### src/rtl/if_id_queue.sv
// IF->ID instruction queue: DEPTH-entry FIFO of {pc, instr} with flush/trap kill.
// Latency: 1 cycle from push edge to out_*; no empty bypass, outputs come from registers only.
// Backpressure: in_ready = not full (independent of out_ready); kill discards queue and same-cycle push/pop.
module if_id_queue #(
    parameter int              XLEN      = 32,
    parameter int              DEPTH     = 4,
    parameter logic [XLEN-1:0] NOP_INSTR = 32'h0000_0013
) (
    input  logic                       clk,
    input  logic                       rst,
    input  logic                       in_valid,
    output logic                       in_ready,
    input  logic [XLEN-1:0]            in_pc,
    input  logic [XLEN-1:0]            in_instr,
    output logic                       out_valid,
    input  logic                       out_ready,
    output logic [XLEN-1:0]            out_pc,
    output logic [XLEN-1:0]            out_instr,
    input  logic                       flush,
    input  logic                       csr_flush,
    output logic [$clog2(DEPTH+1)-1:0] count
);

    localparam int PW = $clog2(DEPTH);
    localparam int CW = $clog2(DEPTH+1);
    localparam logic [CW-1:0] CNT_FULL = CW'(DEPTH);
    localparam logic [CW-1:0] CNT_ONE  = CW'(1);
    localparam logic [PW-1:0] PTR_ONE  = PW'(1);

    logic [XLEN-1:0] r_pc_mem    [DEPTH];
    logic [XLEN-1:0] r_instr_mem [DEPTH];
    logic [PW-1:0]   r_head;
    logic [PW-1:0]   r_tail;
    logic [CW-1:0]   r_count;

    logic w_kill;
    logic w_full;
    logic w_empty;
    logic w_push;
    logic w_pop;

    // Occupancy alone decides full/empty; pointers are equal in both cases.
    assign w_kill    = flush | csr_flush;
    assign w_full    = (r_count == CNT_FULL);
    assign w_empty   = (r_count == '0);
    assign in_ready  = !w_full;
    assign out_valid = !w_empty;
    assign count     = r_count;
    assign w_push    = in_valid && !w_full && !w_kill;
    assign w_pop     = !w_empty && out_ready && !w_kill;

    // Entry storage: written at the tail on an accepted push, never cleared.
    always_ff @(posedge clk) begin
        if (w_push) begin
            r_pc_mem[r_tail]    <= in_pc;
            r_instr_mem[r_tail] <= in_instr;
        end
    end

    // Head/tail pointers wrap naturally modulo DEPTH (power of two); kill rewinds both.
    always_ff @(posedge clk or negedge rst) begin
        if (!rst) begin
            r_head <= '0;
            r_tail <= '0;
        end else if (w_kill) begin
            r_head <= '0;
            r_tail <= '0;
        end else begin
            if (w_push) r_tail <= r_tail + PTR_ONE;
            if (w_pop)  r_head <= r_head + PTR_ONE;
        end
    end

    // Occupancy counter: push and pop together leave it unchanged.
    always_ff @(posedge clk or negedge rst) begin
        if (!rst) begin
            r_count <= '0;
        end else if (w_kill) begin
            r_count <= '0;
        end else begin
            case ({w_push, w_pop})
                2'b10:   r_count <= r_count + CNT_ONE;
                2'b01:   r_count <= r_count - CNT_ONE;
                default: r_count <= r_count;
            endcase
        end
    end

    // Head presentation: storage when valid, otherwise pc 0 and a NOP.
    always_comb begin
        out_pc    = '0;
        out_instr = NOP_INSTR;
        if (!w_empty) begin
            out_pc    = r_pc_mem[r_head];
            out_instr = r_instr_mem[r_head];
        end
    end

endmodule

### config.mk
export PLATFORM = sky130hd
export DESIGN_NAME = if_id_queue
export DESIGN_NICKNAME = d
export VERILOG_FILES = /design/src/rtl/if_id_queue.sv
export SDC_FILE = /design/constraint.sdc
export NUM_CORES = 1
export LEC_CHECK = 0
export BUFFER_PORTS_ARGS = -buffer_cell sky130_fd_sc_hd__clkbuf_2
export CORE_AREA = 2 2 206 208
export CTS_CLUSTER_SIZE = 14
export DETAILED_ROUTE_END_ITERATION = 10
export DIE_AREA = 0 0 208 210
export GPL_TIMING_DRIVEN = 0
export SLEW_MARGIN = 0
export SYNTH_ARGS = -nofsm -noshare
export SYNTH_HDL_FRONTEND = slang
export SYNTH_SLANG_ARGS = --single-unit
### constraint.sdc
create_clock -name clk -period 2.8 [get_ports clk]
set_clock_uncertainty 0.15 [all_clocks]
set_input_delay 0.14 -clock clk [delete_from_list [all_inputs] [get_ports clk]]
set_output_delay 0.14 -clock clk [all_outputs]
set_load 0.05 [all_outputs]
== Word-level counts from Yosys, hierarchy flattened ==
Memories as Yosys holds them, arrays and structs flattened.
Cells that the tools add are included.

* Add/sub/neg operators: 4
* Eq/ne operators: 3
* Mux-type cells: 10
* Bitwise logic cells: 1
* Reductions and logical operators: 11

{| class="wikitable"
|+ Operator list
! cell !! number
|-
| 32-bit two-way mux || 2
|-
| 2-bit two-way mux || 4
|-
| 3-bit case mux with 2 select lines || 1
|-
| 2-bit by 1-bit adder with 2-bit output (second input constant) || 2
|-
| 1-bit logical AND || 4
|-
| 2-bit nonzero test || 2
|-
| 3-bit by 1-bit adder with 3-bit output (second input constant) || 1
|-
| 3-bit == test (second input constant) || 1
|-
| 1-bit zero test || 3
|-
| 3-bit zero test || 1
|-
| 3-bit two-way mux || 1
|-
| 3-bit nonzero test || 1
|-
| 3-bit by 1-bit subtractor with 3-bit output (second input constant) || 1
|-
| 2-bit by 1-bit == test with 1-bit output (second input constant) || 1
|-
| 2-bit == test (second input constant) || 1
|-
| 1-bit two-way mux || 2
|-
| 1-bit bitwise OR || 1
|}

* Bits in registers: 7
* RAM bits: 256
* Bits of input ports: 70
* Output and inout bits: 69
* Word-level logic and storage cells: 34
* Memories: 2

{| class="wikitable"
|+ Memories
! memory !! words !! bits a word !! read ports !! clocked after Yosys merged registers in !! write ports !! RTL line !! text
|-
| r_instr_mem || 4 || 32 || 1 || 0 || 1 || 31 || <nowiki>logic [XLEN-1:0] r_instr_mem [DEPTH];</nowiki>
|-
| r_pc_mem || 4 || 32 || 1 || 0 || 1 || 30 || <nowiki>logic [XLEN-1:0] r_pc_mem [DEPTH];</nowiki>
|}

== Logic depth before layout (Yosys ltp) ==
* Depth after elaboration: 7
* Mapped depth: 10
* Mapped depth without buffers: 8

== Least setup slack after synthesis ==
No wires, ideal clock.

* Kind: register to register
* Start point: register r_count[1] (netlist: count[1])
* End point: memory r_instr_mem[0][0], enable pin
* Arrival time: 3.243 ns
* Required time: 2.221 ns
* Setup slack: -1.022 ns
* Cell stages (with the launch flop): 6
* Path buffers: 1
* Clock period less this slack: 3.822 ns
* Path through: dfrtp_1 buf_2 or3b_1 nand2_1 nor2_1 and2_1

* Longest elaborated chain between the ends: 6

{| class="wikitable"
|+ RTL lines
! element !! RTL line !! text
|-
| start, declared || 34 || <nowiki>logic [CW-1:0] r_count;</nowiki>
|-
| start signal, assigned || 82 || <nowiki>2'b10: r_count <= r_count + CNT_ONE;</nowiki>
|-
| start signal, assigned || 83 || <nowiki>2'b01: r_count <= r_count - CNT_ONE;</nowiki>
|-
| start signal, assigned || 84 || <nowiki>default: r_count <= r_count;</nowiki>
|-
| 3-bit == test || 44 || <nowiki>assign w_full = (r_count == CNT_FULL);</nowiki>
|-
| 1-bit zero test || -- ||
|-
| net in_ready || 12 || <nowiki>output logic in_ready,</nowiki>
|-
| 1-bit logical AND (2 in a row) || 49 || <nowiki>assign w_push = in_valid && !w_full && !w_kill;</nowiki>
|-
| 1-bit two-way mux || 54 || <nowiki>if (w_push) begin</nowiki>
|-
| 1-bit two-way mux (implied by the code) || 56 || <nowiki>r_instr_mem[r_tail] <= in_instr;</nowiki>
|-
| end, declared || 31 ||
|}

The timed path passes the listed nets, and every way through them passes these cells.

== Worst setup path in the final report ==
* Start point: register r_head[0]
* End point: output out_pc[10]

* Longest elaborated chain between the ends: 2

{| class="wikitable"
|+ RTL lines
! element !! RTL line !! text
|-
| start, declared || 32 || <nowiki>logic [PW-1:0] r_head;</nowiki>
|-
| start signal, assigned || 70 || <nowiki>if (w_pop) r_head <= r_head + PTR_ONE;</nowiki>
|-
| memory read 4 x 32 bit || -- ||
|-
| 32-bit two-way mux || 93 || <nowiki>if (!w_empty) begin</nowiki>
|-
| end, declared || 17 || <nowiki>output logic [XLEN-1:0] out_pc,</nowiki>
|}

No other way between the ends.

==> impl_metrics.json <==
{
  "async_flop_share_pct": 2.66,
  "dp_hpwl_um": 13100,
  "worst_r2r_startpoint": "count[1]$_DFFE_PN0P_",
  "timing.critical_path.slowest_stage_cell": "sky130_fd_sc_hd__mux4_2",
  "power.leakage_uw": 0.00454,
  "netlist.area_leader.share_pct": 75.2,
  "core_area_sq_mm": 0.0415,
  "max_cap_violations": 0,
  "worstSkewPairLatency_ns": 0.56,
  "list_of_cells_traversed_by_the_critical_path": "buf_6, buf_8, mux4_2, and2_1, clkbuf_2",
  "endpoints_failing_setup": 0,
  "sw_frac_of_total_pct": 21.1,
  "internal_power_uw": 6900,
  "clockBufferDepth": 3,
  "routed-via-count": 5222,
  "fin_nets": 787,
  "mostFrequentLayoutCells": "sky130_fd_sc_hd__edfxtp_1 (256), sky130_fd_sc_hd__clkbuf_2 (135), sky130_fd_sc_hd__dlygate4sd3_1 (70)",
  "antenna_found_initial": 2,
  "fin_crit_sh_pct": 94.0,
  "rows": 75,
  "clk_pin_slew_worst_paths_ns": 0.06,
  "setup.worst_path.start_class": "register",
  "critical-path-top-delay-family": "buffers and inverters",
  "run_status": "completed",
  "boundaryPins": 139,
  "synthFlopType": "sky130_fd_sc_hd__edfxtp_1",
  "cp_num_buf_inv": 3,
  "global_route_wire_length_before_repair_um": 33900,
  "timing.max_slew.rel_slack_pct": 24.3,
  "final_hold_viol_count": 0,
  "pwr-share-comb_pct": 5.9,
  "min_from": "in_pc[3]",
  "yosys-mux-area-fraction_pct": 14.1,
  "routed_wirelength_um": 22200,
  "layout-area-overhead-vs-synth_pct": 30.4,
  "netlist_area_before_placement_sq_mm": 0.0102,
  "starting_utilization_of_the_core_area_pct": 24.6,
  "post_synth_and_or_nand_nor_area_fraction_pct": 5.41,
  "crit_start": "r_head[0]$_DFFE_PN0P_",
  "cpPeakStageDelay_ns": 0.53,
  "hold_slack_ns": 0.189,
  "post_synth_fa_ha_maj_area_fraction_pct": 0.686,
  "timing_worst_slew_pin_value_ns": 1.14,
  "post-synth-top-area-cell": "sky130_fd_sc_hd__edfxtp_1",
  "area.sequential_sq_mm": 0.00786,
  "crit_type": "reg2out",
  "powerDensity_mw_per_mm2": 656,
  "synth_compound_gate_area_share_pct": 1.04,
  "postSynthAreaPerCell_sq_um": 21.6,
  "slew_viol_final": 0,
  "routabilityCongestion": 0.648,
  "synth_cells": 472,
  "drc": 0,
  "cp_data_arrival_time_ns": 2.34,
  "number_of_enable_type_register_cells_in_the_synthesized_netlist": 256,
  "viasPerCell": 4.10,
  "cp.required_ns": 2.51,
  "grt_start_max_net_pins": 65,
  "floorplan.die.height_um": 210,
  "pwr-share-seq_pct": 50.1,
  "drt_first_pass_iters": 4,
  "cts_tree": "done",
  "critical_path_peak_fanout": 10,
  "postSynthNetCount": 547,
  "layout_min_cycle_time_ns": 2.63,
  "clkPwrFrac_pct": 44.0,
  "cts_num_sinks": 263,
  "synth-seq-area-share_pct": 76.9,
  "drt-initial-drc-count": 222,
  "setup_tns_ns": 0,
  "synth_top_family_by_area": "multiplexers",
  "multi_input_comb_area_sq_mm": 0.00222,
  "grt.overflow.total": 0,
  "synth_xor_area_share_pct": 0.257,
  "die_w_um": 208,
  "clockRootBuffer": "sky130_fd_sc_hd__clkbuf_16",
  "hp-class": "in2reg",
  "htree_levels": 1,
  "post_synth_num_cell_types": 33,
  "vias_in_the_first_global_route": 5680,
  "layout-drive-gt1-share_pct": 37.5,
  "ys.warnings.count": 0,
  "groute.usage.overall_pct": 10.2,
  "worstSetupEndpointType": "primary output",
  "vdd.ir_drop.worst_v": 0.000431,
  "area_enclosed_by_the_die_boundary_sq_mm": 0.0437,
  "power_switching_uw": 1840,
  "fmax_ghz": 0.380,
  "routedWlPerCell_um": 17.5,
  "ant_nets": 0,
  "postSynthRegisterBits": 263,
  "final_common_cell": "sky130_fd_sc_hd__edfxtp_1",
  "filler_cell_count": 4043,
  "port_buffers": 137,
  "synth_top_cells_by_area": "sky130_fd_sc_hd__edfxtp_1 (75%), sky130_fd_sc_hd__mux4_2 (14%), sky130_fd_sc_hd__and2_1 (4.1%), sky130_fd_sc_hd__dfrtp_1 (1.7%), sky130_fd_sc_hd__buf_6 (0.55%)",
  "number_of_clock_buffers_inserted_by_tritoncts": 30
}
## per-layer routing
metal  track usage (%)  share of wire, %  up-vias
met1              12.8                44     2651
met4              3.01               2.2        2
met2              17.2                47      131
met5                 0             0.072        -
met3              2.83               6.3       42
li1                  -                 -     2396
## area by class of cell
cell class	count	share of cell area, %
Inverter	4	0.113
Clock inverter	15	1.46
Clock buffer	38	5.86
Sequential cell	263	59.0
Tap cell	539	5.06
Timing Repair Buffer	208	10.5
Multi-Input combinational cell	180	16.7
Buffer	25	1.36
Antenna cell	1	0.0188
## worst reg2reg max path, stage by stage (launching register included)
cell and delay, ns:
sky130_fd_sc_hd__dfrtp_1 0.42, sky130_fd_sc_hd__clkbuf_4 0.21, sky130_fd_sc_hd__nor3_4 0.15, sky130_fd_sc_hd__inv_2 0.05, sky130_fd_sc_hd__buf_2 0.20, sky130_fd_sc_hd__nand2_1 0.13
sky130_fd_sc_hd__nor3_1 0.08, sky130_fd_sc_hd__fa_1 0.52, sky130_fd_sc_hd__a31oi_1 0.08, sky130_fd_sc_hd__a21o_1 0.17, sky130_fd_sc_hd__a2111oi_2 0.35
## flip-flops by register name, summed over array words and instances, names as in the netlist
| signal | flops |
|---|---|
| count | 3 |
| r_head | 2 |
| r_instr_mem | 128 |
| r_pc_mem | 128 |
| r_tail | 2 |
## power by group through the flow
stage	Sequential, uW	Combinational, uW	Clock (uW)
4_1_cts	4380	526	4000
2_1_floorplan	4460	263	0
3_3_place_gp	4460	432	0
5_1_grt	4380	561	4140
3_5_place_dp	4460	440	0
6_report	4380	518	3850
## cells by family after synthesis
family,count (synthesis)
flops,263
simple gates,93
mux,64
buf+inv,29
compound gates,15
fa+ha+maj,5
xor+xnor,3
## stage by stage
stage               cells  setup WS (ns)  utilization, %  cell area (sq um)  total power [uW]
global route         1272        -0.0120            32.1              13300              9080
detailed placement   1148        -0.0688            27.9              11600              4900
global placement     1148        -0.0295            27.9              11600              4890
CTS                  1271        0.00422            32.0              13300              8900
floorplan             472         0.0688               -              10200              4720
finish               1273          0.169            32.1              13300              8740
## synth_stat cells (all sizes together) (2+ instances only)
cell type / n
mux4: 64
or2: 4
a211oi: 2
a31oi: 2
and2: 67
nand2: 5
edfxtp: 256
o21ai: 2
nand3: 3
nor3: 2
buf: 15
inv: 4
xor2: 2
clkbuf: 10
ha: 4
dfrtp: 7
nor2: 7
nor2b: 2
a21oi: 4
## final timing paths
check                                      endpoint  slack (ns)  cells past startpoint
max in group asynchronous     r_head[1]$_DFFE_PN0P_        1.80                      3
min reg2reg                   r_tail[1]$_DFFE_PN0P_        0.43                      2
min                        r_pc_mem[2][3]$_DFFE_PP_        0.19                      2
max reg2reg                    count[1]$_DFFE_PN0P_        0.18                     10
min in group asynchronous      count[1]$_DFFE_PN0P_        0.43                      3
max                                      out_pc[10]        0.17                      5
## repair_timing
action | in CTS | in global routing
pin swaps | 0 | 3
resized for setup | 9 | 17
setup endpoints to repair | 61 | 317
hold buffers | 70 | 0
setup buffers | 0 | 1
endpoints found under the hold margin | 269 | 0
Note: power is estimated with default switching activity, not from simulation.
